$ cat src/rtl/mastermind_scorer.sv
// Mastermind feedback engine: scores a captured guess against a secret (exact hits,
// then colour-only hits with correct multiplicity), tracks game progress and drives the LED bar.
module mastermind_scorer #(
  parameter int NUM_POS     = 4,
  parameter int SYM_W       = 3,
  parameter int MAX_GUESSES = 10,
  parameter int BLINK_SPEED = 25000000,
  parameter int LED_MODE    = 1
) (
  input  logic                             clk,
  input  logic                             reset_n,
  input  logic                             start,
  input  logic                             new_game,
  input  logic [NUM_POS*SYM_W-1:0]         guess_val,
  input  logic [NUM_POS*SYM_W-1:0]         secret_val,
  output logic                             busy,
  output logic                             done,
  output logic [$clog2(NUM_POS+1)-1:0]     exact_cnt,
  output logic [$clog2(NUM_POS+1)-1:0]     partial_cnt,
  output logic                             win,
  output logic                             game_over,
  output logic [$clog2(MAX_GUESSES+1)-1:0] guess_count,
  output logic [2*NUM_POS-1:0]             leds
);

  localparam int CODE_W = NUM_POS * SYM_W;
  localparam int CNT_W  = $clog2(NUM_POS + 1);
  localparam int GC_W   = $clog2(MAX_GUESSES + 1);
  localparam int IDX_W  = (NUM_POS > 1) ? $clog2(NUM_POS) : 1;
  localparam int TMR_W  = (BLINK_SPEED > 0) ? $clog2(BLINK_SPEED + 1) : 1;

  typedef enum logic [1:0] {
    S_IDLE,
    S_EXACT,
    S_PARTIAL,
    S_REPORT
  } state_t;

  state_t state, state_nxt;

  logic [CODE_W-1:0]    guess_q, secret_q;
  logic [NUM_POS-1:0]   exact_mask;
  logic [CNT_W-1:0]     exact_acc, partial_acc;
  logic [IDX_W-1:0]     idx;
  logic [SYM_W-1:0]     sym;
  logic [2*NUM_POS-1:0] led_pat;
  logic                 blink_state;
  logic [TMR_W-1:0]     blink_tmr;

  logic [SYM_W-1:0] g_sym [NUM_POS];
  logic [SYM_W-1:0] s_sym [NUM_POS];

  logic                 accept;
  logic                 exact_hit;
  logic [CNT_W-1:0]     g_hits, s_hits, sym_min;
  logic [2*NUM_POS-1:0] led_cnt, led_pos, led_nxt;
  logic                 any_hit;
  logic                 win_nxt;
  logic [GC_W-1:0]      gc_nxt;
  logic                 over_nxt;

  for (genvar p = 0; p < NUM_POS; p++) begin : g_unpack
    assign g_sym[p] = guess_q[p*SYM_W +: SYM_W];
    assign s_sym[p] = secret_q[p*SYM_W +: SYM_W];
  end

  assign accept    = (state == S_IDLE) && start && !game_over && !new_game;
  assign exact_hit = (g_sym[idx] == s_sym[idx]);

  // NOTE: every always_comb output gets a default first, so no path can infer a latch.
  always_comb begin
    state_nxt = state;
    unique case (state)
      S_IDLE:    if (accept) state_nxt = S_EXACT;
      S_EXACT:   if (idx == IDX_W'(NUM_POS - 1)) state_nxt = S_PARTIAL;
      S_PARTIAL: if (sym == '1) state_nxt = S_REPORT;
      S_REPORT:  state_nxt = S_IDLE;
      default:   state_nxt = S_IDLE;
    endcase
    if (new_game) state_nxt = S_IDLE;
  end

  // Colour-only contribution of symbol value `sym` over the positions not already exact.
  always_comb begin
    g_hits = '0;
    s_hits = '0;
    for (int i = 0; i < NUM_POS; i++) begin
      if (!exact_mask[i] && (g_sym[i] == sym)) g_hits = g_hits + CNT_W'(1);
      if (!exact_mask[i] && (s_sym[i] == sym)) s_hits = s_hits + CNT_W'(1);
    end
    sym_min = (g_hits < s_hits) ? g_hits : s_hits;
  end

  always_comb begin
    led_cnt = '0;
    for (int k = 0; k < NUM_POS; k++) begin
      if (k < int'(exact_acc))
        led_cnt[2*(NUM_POS-1-k) +: 2] = 2'b11;
      else if (k < int'(exact_acc) + int'(partial_acc))
        led_cnt[2*(NUM_POS-1-k) +: 2] = 2'b01;
    end
  end

  // Positional mode lights 01 when the guess symbol appears anywhere in the unmatched secret.
  always_comb begin
    led_pos = '0;
    any_hit = 1'b0;
    for (int i = 0; i < NUM_POS; i++) begin
      any_hit = 1'b0;
      for (int j = 0; j < NUM_POS; j++)
        if (!exact_mask[j] && (g_sym[i] == s_sym[j])) any_hit = 1'b1;
      if (exact_mask[i])
        led_pos[2*i +: 2] = 2'b11;
      else if (any_hit)
        led_pos[2*i +: 2] = 2'b01;
    end
  end

  assign led_nxt  = (LED_MODE == 0) ? led_pos : led_cnt;
  assign win_nxt  = (exact_acc == CNT_W'(NUM_POS));
  assign gc_nxt   = (guess_count == GC_W'(MAX_GUESSES)) ? guess_count : guess_count + GC_W'(1);
  assign over_nxt = win_nxt || (gc_nxt == GC_W'(MAX_GUESSES));

  assign leds = game_over ? {(2*NUM_POS){blink_state}} : led_pat;

  // NOTE: sequential state uses non-blocking assignments so every flop samples pre-edge values.
  always_ff @(posedge clk or negedge reset_n) begin
    if (!reset_n) state <= S_IDLE;
    else          state <= state_nxt;
  end

  // NOTE: operand and mask registers are reset as well, so nothing depends on power-up contents.
  always_ff @(posedge clk or negedge reset_n) begin
    if (!reset_n) begin
      guess_q     <= '0;
      secret_q    <= '0;
      exact_mask  <= '0;
      exact_acc   <= '0;
      partial_acc <= '0;
      idx         <= '0;
      sym         <= '0;
      busy        <= 1'b0;
      done        <= 1'b0;
      exact_cnt   <= '0;
      partial_cnt <= '0;
      win         <= 1'b0;
      game_over   <= 1'b0;
      guess_count <= '0;
      led_pat     <= '0;
      blink_state <= 1'b0;
      blink_tmr   <= '0;
    end else if (new_game) begin
      exact_mask  <= '0;
      exact_acc   <= '0;
      partial_acc <= '0;
      idx         <= '0;
      sym         <= '0;
      busy        <= 1'b0;
      done        <= 1'b0;
      exact_cnt   <= '0;
      partial_cnt <= '0;
      win         <= 1'b0;
      game_over   <= 1'b0;
      guess_count <= '0;
      led_pat     <= '0;
      blink_state <= 1'b0;
      blink_tmr   <= '0;
    end else begin
      done <= 1'b0;

      if (game_over) begin
        if (blink_tmr == TMR_W'(BLINK_SPEED)) begin
          blink_tmr   <= '0;
          blink_state <= ~blink_state;
        end else begin
          blink_tmr <= blink_tmr + TMR_W'(1);
        end
      end

      unique case (state)
        S_IDLE: begin
          if (accept) begin
            guess_q     <= guess_val;
            secret_q    <= secret_val;
            exact_mask  <= '0;
            exact_acc   <= '0;
            partial_acc <= '0;
            idx         <= '0;
            sym         <= '0;
            busy        <= 1'b1;
          end
        end
        S_EXACT: begin
          if (exact_hit) begin
            exact_mask[idx] <= 1'b1;
            exact_acc       <= exact_acc + CNT_W'(1);
          end
          idx <= idx + IDX_W'(1);
        end
        S_PARTIAL: begin
          partial_acc <= partial_acc + sym_min;
          sym         <= sym + SYM_W'(1);
        end
        S_REPORT: begin
          busy        <= 1'b0;
          done        <= 1'b1;
          exact_cnt   <= exact_acc;
          partial_cnt <= partial_acc;
          led_pat     <= led_nxt;
          win         <= win_nxt;
          guess_count <= gc_nxt;
          if (over_nxt) begin
            game_over   <= 1'b1;
            blink_state <= 1'b1;
            blink_tmr   <= '0;
          end
        end
        default: ;
      endcase
    end
  end

endmodule

$ cat config.mk
export PLATFORM = sky130hd
export DESIGN_NAME = mastermind_scorer
export DESIGN_NICKNAME = d
export VERILOG_FILES = /design/src/rtl/mastermind_scorer.sv
export SDC_FILE = /design/constraint.sdc
export NUM_CORES = 1
export LEC_CHECK = 0
export ABC_AREA = 1
export CORE_ASPECT_RATIO = 2
export CORE_MARGIN = 2
export CORE_UTILIZATION = 55
export CTS_CLUSTER_SIZE = 10
export DETAILED_ROUTE_END_ITERATION = 16
export PLACE_DENSITY = 0.77
export SYNTH_ARGS = -nofsm -noshare
export SYNTH_HDL_FRONTEND = slang
export SYNTH_SLANG_ARGS = --single-unit
$ cat constraint.sdc
create_clock -name clk -period 4 [get_ports clk]
set_input_delay 0.4 -clock clk [delete_from_list [all_inputs] [get_ports clk]]
set_output_delay 0.4 -clock clk [all_outputs]
set_load 0.01 [all_outputs]
==> impl_metrics.json, run 1 <==
{
  "yosys.cell_count.top_type": "nand2_1",
  "ir_worst_vdd_mv": 0.520,
  "fin_area_mm2": 0.00664,
  "setup_viol": 0,
  "layout-drive-gt1-share": 0.100,
  "syn_nets": 817,
  "portBuffers": 49,
  "p_sw_uw": 1560,
  "grt_pass1_wl_um": 24000,
  "power_frac_comb": 0.406,
  "placed_area_mm2": 0.00620,
  "p_seq_frac": 0.353,
  "final-max-slew-violation-count": 0,
  "sw_frac_of_total": 0.424,
  "htreeDepth": 3,
  "cts_buffer_depth": 2,
  "hold_violations": 0,
  "ys_top_cells_by_area": "dfrtp_1 (39%), nand2_1 (12%), inv_1 (6.8%)",
  "skew_ns": 0.00799,
  "ys.flop_type": "dfrtp_1",
  "period_needed_ns": 3.85,
  "p_leak_uw": 0.00319,
  "clk_pin_slew_ns": 0.07,
  "area_delta_synth_final_pct": 18.7,
  "rows": 52,
  "yosysTopAreaCellShare": 0.393,
  "powerDensity_mw_per_mm2": 552,
  "critPathKind": "flop to flop",
  "n_fill_cell": 897,
  "drt_first_pass_iters": 5,
  "finish.utilization": 0.663,
  "period_share": 0.963,
  "power_frac_clock": 0.241,
  "dieArea_mm2": 0.0110,
  "die_w_um": 75.3,
  "ios": 50,
  "r2r_start": "sym[2]$_DFFE_PN0P_",
  "synthTopCellsByCount": "nand2_1 (181), inv_1 (101), dfrtp_1 (88)",
  "seq_area_frac_synth": 0.393,
  "grtUsageTotal": 0.278,
  "tightest_slew_ns": 1.10,
  "cts.sinks": 88,
  "multiInputGateArea_mm2": 0.00297,
  "grt_overflow": 0,
  "synth_area_mm2": 0.00560,
  "async_reset_ff_frac": 1.00,
  "antenna_cells": 0,
  "p_total_uw": 3670,
  "status": "finished clean",
  "cap_viol_max_count": 0,
  "avgSynthCellArea_um2": 7.38,
  "clockRootBuffer": "clkbuf_16",
  "reg2regPathDepth": 24,
  "grt_max_degree": 89,
  "route.vias.total": 5309,
  "totalWireLength_um": 14700,
  "path_max_fanout": 6,
  "cp.required_ns": 4.23,
  "cts_made_buffers": 9,
  "worstPathArrival_ns": 4.08,
  "end_kind": "flop",
  "slew_headroom": 0.269,
  "grt_pass1_vias": 5273,
  "synth.distinct_cells": 43,
  "ff_latch_area_mm2": 0.00220,
  "startpoint_type": "flop",
  "drtIter0Drc": 404,
  "design.core.area_mm2": 0.0100,
  "fmax_ghz": 0.260,
  "synthCells": 758,
  "cp-startpoint": "sym[2]$_DFFE_PN0P_",
  "cts_hold_buffers": 0,
  "tns_ns": 0,
  "antenna_found_initial": 0,
  "hold_path.class": "primary input to asynchronous set/reset pin",
  "clkLatencyLatePin_ns": 0.35,
  "synth-seq-cells": 88,
  "fp.dieH_um": 147,
  "yosysWarningCount": 0,
  "cts_tree": "yes",
  "nets": 870,
  "ant_nets": 0,
  "synth_edf_count": 0,
  "start_util": 0.559,
  "cellInternalPower_uw": 2110,
  "wl_per_cell_um": 15.4,
  "drc": 0,
  "viasPerCell": 5.58,
  "synth.largest_area_cell": "dfrtp_1",
  "post-dp-hpwl_um": 11100,
  "place_congestion": 0.936
}
-- layer usage --
metal | part of all wire | vias up | global-route usage
met4 | 0.065 | 0 | 0.169
met2 | 0.55 | 176 | 0.502
li1 | - | 2552 | -
met3 | 0.037 | 66 | 0.0469
met1 | 0.35 | 2515 | 0.278
met5 | 0 | - | 0
-- cell usage in the layout (no fill, tap or decap), drive strengths merged, types with 3 or more instances in the layout --
cell and instances:
o22ai 11, inv 110, nor3 8, nand3b 4, nand2 189, nor4 3, o211ai 4, dfrtp 88
xor2 15, ha 29, o21ai 46, a21oi 52, nand3 55, clkdlybuf4s50 48, xnor2 5, nor2 91
clkbuf 9, buf 14, nand4 15
-- path summary, 6_finish.rpt --
check | endpoint | slack [ns]
setup / recovery | partial_acc[2]$_DFFE_PN0P_ | 0.15
hold reg to reg | partial_cnt[2]$_DFFE_PN0N_ | 0.50
max in group asynchronous | sym[1]$_DFFE_PN0P_ | 2.97
min in group clk | partial_cnt[2]$_DFFE_PN0N_ | 0.50
setup reg to reg | partial_acc[2]$_DFFE_PN0P_ | 0.15
hold / removal | guess_count[2]$_DFFE_PN0N_ | 0.27
-- metrics by stage --
step	cells	hold slack [ns]	setup slack, ns
floorplan	758	0.104	0.425
global placement	930	0.475	0.291
global route	951	0.372	-0.0684
detailed placement	930	0.483	0.0915
CTS	946	0.311	0.0541
finish	951	0.266	0.148
-- power by group through the flow --
stage                     registers, µW  logic [µW]  clock network, µW
after global placement             1280        1360                  0
final                              1300        1490                885
after floorplan                    1200        1060                  0
after CTS                          1270        1410                896
after detailed placement           1290        1400                  0
after global routing               1310        1690                935
-- flip-flops by register name (all words and copies together) (netlist names), 2 cells and up --
name,cells
blink_tmr,25
secret_q,12
idx,2
exact_cnt,2
guess_q,12
partial_acc,3
partial_cnt,3
led_pat,8
state,2
guess_count,4
exact_acc,3
sym,3
exact_mask,4
-- cell families (layout without fill, tap and decap cells) --
group,Yosys count,count (layout),synth area share
AOI/OAI and AO/OA,121,121,0.118
xor gates and xnor gates,20,20,0.0313
DFF,88,88,0.393
and+or+nand+nor,370,370,0.290
muxes,2,2,0.00402
buffers and inverters,126,184,0.0910
adders and majority gates,31,31,0.0720
-- area by class of cell --
type,count,area share
multi-input cells,544,0.447
flip-flops and latches,88,0.332
repair buffers,62,0.0887
inverters,106,0.0607
clock buffers,9,0.0339
well taps,135,0.0254
clock inverters,7,0.0128
-- worst max-delay path, stage by stage, from the launching register on --
cell,delay (ns)
dfrtp_1,0.41
buf_6,0.14
nand2_1,0.06
o211ai_1,0.09
nor4_2,0.35
ha_1,0.33
inv_1,0.08
nand2_1,0.08
nand2_2,0.08
inv_1,0.04
ha_1,0.19
nand2_2,0.09
xor2_2,0.16
ha_1,0.28
inv_1,0.10
a21oi_2,0.08
buf_4,0.13
nand3_1,0.07
nand2_1,0.06
ha_2,0.17
fa_2,0.33
xor2_1,0.14
nand2_1,0.08
o22ai_1,0.13
a21oi_1,0.05
-- what timing repair did --
item	CTS	global route
buffers inserted	0	5
setup endpoints to repair	0	2
resized for setup	0	27
No activity file was read; power rests on OpenSTA's default activity.
==> run 2: changes to the inputs <==
Settings changed: CORE_ASPECT_RATIO 2 to 0.75, CORE_MARGIN 2 to default.
==> impl_metrics.json, run 2 (synthesis results as in run 1) <==
{
  "ant_nets": 0,
  "fmax_ghz": 0.253,
  "p_sw_uw": 1550,
  "fin_area_mm2": 0.00658,
  "drt_first_pass_iters": 5,
  "status": "finished clean",
  "hold_path.class": "primary input to asynchronous set/reset pin",
  "path_max_fanout": 6,
  "portBuffers": 49,
  "wl_per_cell_um": 14.9,
  "tightest_slew_ns": 1.12,
  "design.core.area_mm2": 0.00977,
  "grt_max_degree": 89,
  "p_seq_frac": 0.356,
  "skew_ns": 0.00739,
  "critPathKind": "flop to flop",
  "grt_overflow": 0,
  "worstPathArrival_ns": 4.19,
  "dieArea_mm2": 0.0106,
  "wl_met2_um": 6080,
  "top_layer": "met4",
  "wl_met3_um": 920,
  "cts_made_buffers": 9,
  "layout-drive-gt1-share": 0.0937,
  "drc": 0,
  "antenna_found_initial": 0,
  "final-max-slew-violation-count": 0,
  "grt_pass1_wl_um": 22600,
  "final_common_cell": "nand2_1",
  "fin_ws_ns": 0.0481,
  "tns_ns": 0,
  "ir_worst_vdd_mv": 0.297,
  "max_stage_delay_ns": 0.41,
  "hold_violations": 0,
  "rows": 31,
  "end_kind": "flop",
  "post-dp-hpwl_um": 10100,
  "sw_frac_of_total": 0.428,
  "cap_viol_max_count": 0,
  "cp.required_ns": 4.24,
  "area_delta_synth_final_pct": 17.5,
  "htreeDepth": 3,
  "grt_pass1_vias": 4629,
  "totalWireLength_um": 14000,
  "clk_pin_slew_ns": 0.07,
  "cts_hold_buffers": 0,
  "finish.utilization": 0.673,
  "viasPerCell": 5.52,
  "layout_common_cells": "nand2_1 (174), inv_1 (98), dfrtp_1 (87), nor2_1 (86), nand3_1 (52)",
  "cts.sinks": 88,
  "drtIter0Drc": 415,
  "power_frac_clock": 0.227,
  "period_share": 0.988,
  "powerDensity_mw_per_mm2": 551,
  "cts_tree": "yes",
  "clkLatencyLatePin_ns": 0.35,
  "period_needed_ns": 3.95,
  "fp.dieH_um": 89.4,
  "grtUsageTotal": 0.271,
  "route.vias.total": 5206,
  "wl_met1_um": 6870,
  "power_frac_comb": 0.416,
  "antenna_cells": 0,
  "nets": 865,
  "top_register": "blink_tmr",
  "holdWs_ns": 0.263,
  "cellInternalPower_uw": 2070,
  "p_leak_uw": 0.00317,
  "startpoint_type": "flop",
  "placed_area_mm2": 0.00618,
  "place_congestion": 0.891,
  "start_util": 0.573,
  "n_fill_cell": 835,
  "cpMaxStageDelayCell": "dfrtp_1",
  "cts_buffer_depth": 2,
  "setup_viol": 0,
  "dpl_worst_slack_ns": 0.0988,
  "largest_reg_flops": 25,
  "grt_setup_unrepaired": "yes",
  "top_regs": "blink_tmr x25, guess_q x12, secret_q x12",
  "slew_headroom": 0.256,
  "crit_top_cell": "nand2_2",
  "ios": 50,
  "die_w_um": 118,
  "clockRootBuffer": "clkbuf_16"
}
[run 2: final cells by class]
type	instances	area [µm²]	share of cell area
clock buffer	11	253	0.0384
clock inverter	5	38.8	0.00590
inverter	106	403	0.0612
multi-input combinational	544	2960	0.451
sequential	88	2200	0.335
tap	132	165	0.0251
timing repair buffer	57	552	0.0839
[run 2: final timing paths]
kind | from | to | slack [ns] | depth (start not counted)
worst max register to register | sym[2]$_DFFE_PN0P_ | partial_acc[2]$_DFFE_PN0P_ | 0.05 | 26
worst min register to register | partial_cnt[1]$_DFFE_PN0N_ | partial_cnt[1]$_DFFE_PN0N_ | 0.49 | 2
max in group asynchronous | reset_n | sym[1]$_DFFE_PN0P_ | 2.95 | 1
min in group clk | partial_cnt[1]$_DFFE_PN0N_ | partial_cnt[1]$_DFFE_PN0N_ | 0.49 | 2
worst min-delay path | reset_n | guess_count[1]$_DFFE_PN0N_ | 0.26 | 1
worst max-delay path | sym[2]$_DFFE_PN0P_ | partial_acc[2]$_DFFE_PN0P_ | 0.05 | 26
[run 2: power by group through the flow]
stage | Clock (µW) | Combinational, µW | Sequential, µW
floorplan | 0 | 1060 | 1200
global placement | 0 | 1360 | 1280
detailed placement | 0 | 1400 | 1290
CTS | 839 | 1410 | 1270
global route | 874 | 1700 | 1300
finish | 824 | 1510 | 1290
[run 2: worst max-delay path, delay by kind of cell (launching register included)]
family	cells	cell delay [ns]
fa+ha+maj	5	1.40
buf+inv	5	0.40
xor+xnor	1	0.17
flops	1	0.41
compound gates	3	0.33
simple gates	12	1.15
[run 2: timing repair]
action,4_1_cts,5_1_grt
setup endpoints to repair,0,2
resized for setup,0,28
setup buffers,0,3
[run 2: layer usage]
| layer | track usage | up-vias |
|---|---|---|
| met5 | 0 | - |
| met4 | 0.0621 | 0 |
| met3 | 0.0536 | 15 |
| met2 | 0.406 | 175 |
| met1 | 0.406 | 2471 |
| li1 | - | 2545 |
[run 2: through the flow]
| stage | cells | power (µW) |
|---|---|---|
| 2_1_floorplan | 758 | 2260 |
| 3_3_place_gp | 924 | 2640 |
| 3_5_place_dp | 924 | 2690 |
| 4_1_cts | 940 | 3520 |
| 5_1_grt | 943 | 3880 |
| 6_report | 943 | 3620 |
==> run 3: changes to the inputs <==
Settings changed: CTS_BUF_LIST from default to sky130_fd_sc_hd__clkbuf_16.
==> impl_metrics.json, run 3 (synthesis results as in run 1) <==
{
  "status": "finished clean",
  "clkLatencyLatePin_ns": 0.35,
  "largest_reg_flops": 25,
  "layout-drive-gt1-share": 0.0912,
  "grt_pass1_wl_um": 22600,
  "rrSetupSlack_ns": 0.03,
  "drtIter0Drc": 392,
  "die_w_um": 118,
  "grt_max_degree": 89,
  "grt_overflow": 0,
  "rows": 31,
  "cp.required_ns": 4.24,
  "p_total_uw": 3590,
  "n_fill_cell": 836,
  "totalWireLength_um": 14100,
  "startpoint_type": "flop",
  "route.vias.total": 5201,
  "cts_tree": "yes",
  "hold_violations": 0,
  "drc": 0,
  "endpoint": "partial_acc[2]$_DFFE_PN0P_",
  "cts_made_buffers": 9,
  "period_needed_ns": 3.97,
  "cpMaxStageDelayCell": "dfrtp_1",
  "reg2regPathDepth": 26,
  "crit_family": "adder cells",
  "setup_viol": 0,
  "cp.depth": 26,
  "cts_buffer_depth": 2,
  "start_util": 0.573,
  "htreeDepth": 3,
  "viasPerCell": 5.52,
  "final-max-slew-violation-count": 0,
  "slew_headroom": 0.259,
  "clockRootBuffer": "clkbuf_16",
  "max_stage_delay_ns": 0.41,
  "layout_common_cells": "nand2_1 (174), inv_1 (98), dfrtp_1 (87), nor2_1 (86), nand3_1 (52)",
  "post-dp-hpwl_um": 10100,
  "skew_ns": 0.00673,
  "crit_top_cell": "nand2_2",
  "cap_viol_max_count": 0,
  "ir_worst_vdd_mv": 0.300,
  "multiInputGateArea_mm2": 0.00296,
  "top_register": "blink_tmr",
  "tightest_slew_ns": 1.11,
  "cts.sinks": 88,
  "fp.dieH_um": 89.4,
  "grt_pass1_vias": 4625,
  "grtUsageTotal": 0.272,
  "grt_setup_unrepaired": "yes",
  "fmax_ghz": 0.252,
  "antenna_cells": 0,
  "r2r_start": "sym[2]$_DFFE_PN0P_",
  "dieArea_mm2": 0.0106,
  "clk_pin_slew_ns": 0.07,
  "ff_latch_area_mm2": 0.00220,
  "end_kind": "flop",
  "ios": 50,
  "drt_first_pass_iters": 5,
  "path_max_fanout": 6,
  "critPathKind": "flop to flop",
  "ant_nets": 0,
  "holdWs_ns": 0.268,
  "powerDensity_mw_per_mm2": 547,
  "period_share": 0.991,
  "placed_area_mm2": 0.00618,
  "wl_per_cell_um": 14.9,
  "hold_path.class": "primary input to asynchronous set/reset pin",
  "antenna_found_initial": 0,
  "final_common_cell": "nand2_1",
  "worst-path-buf-inv": 5,
  "cp-startpoint": "sym[2]$_DFFE_PN0P_",
  "place_congestion": 0.891,
  "worstPathArrival_ns": 4.20,
  "nets": 865,
  "design.core.area_mm2": 0.00977,
  "cts_hold_buffers": 0,
  "p_leak_uw": 0.00316,
  "fin_area_mm2": 0.00656,
  "r2r-end": "partial_acc[2]$_DFFE_PN0P_",
  "portBuffers": 49,
  "top_regs": "blink_tmr x25, guess_q x12, secret_q x12",
  "area_delta_synth_final_pct": 17.2
}
-- run 3: changes by cell type in the layout (fill, tap and decap cells not counted) --
cell,change
clkinv_1,+2
clkbuf_8,-2
-- run 3: worst min path at each step --
| stage | startpoint | endpoint | slack (ns) | cells past startpoint |
|---|---|---|---|---|
| floorplan | reset_n | blink_state$_DFF_PN0_ | 0.10 | 0 |
| global placement | exact_cnt[1]$_DFFE_PN0N_ | exact_cnt[1]$_DFFE_PN0N_ | 0.46 | 2 |
| detailed placement | partial_cnt[1]$_DFFE_PN0N_ | partial_cnt[1]$_DFFE_PN0N_ | 0.48 | 2 |
| CTS | reset_n | guess_count[2]$_DFFE_PN0N_ | 0.31 | 1 |
| global route | reset_n | led_pat[2]$_DFFE_PN0N_ | 0.36 | 1 |
| finish | reset_n | partial_cnt[2]$_DFFE_PN0N_ | 0.27 | 1 |
-- run 3: through the flow --
step | TNS (ns) | instances | utilization | worst slack [ns]
after floorplan | 0 | 758 | - | 0.425
after global placement | 0 | 924 | 0.632 | 0.262
after detailed placement | 0 | 924 | 0.632 | 0.0988
after CTS | 0 | 940 | 0.660 | 0.0661
after global routing | -0.160 | 943 | 0.671 | -0.160
final | 0 | 943 | 0.671 | 0.0346
-- run 3: power by group --
group	switching, µW	internal, µW
Clock	365	420
Sequential	227	1060
Combinational	962	550
Total	1550	2030
-- run 3: what timing repair did --
action,4_1_cts,5_1_grt
gates resized for setup,0,28
endpoints found under the setup margin,0,2
setup buffers,0,3
-- run 3: layout make-up --
| cell class | count | area share |
|---|---|---|
| Clock buffer | 9 | 0.0343 |
| Clock inverter | 7 | 0.00706 |
| Inverter | 106 | 0.0614 |
| Multi-Input combinational cell | 544 | 0.452 |
| Sequential cell | 88 | 0.336 |
| Tap cell | 132 | 0.0252 |
| Timing Repair Buffer | 57 | 0.0841 |
-- run 3: routing by layer --
layer,part of all wire,vias up,GRT usage
met1,0.49,2465,0.406
met2,0.44,180,0.407
met4,0.0084,0,0.0621
met3,0.070,15,0.0536
li1,-,2541,-
met5,0,-,0
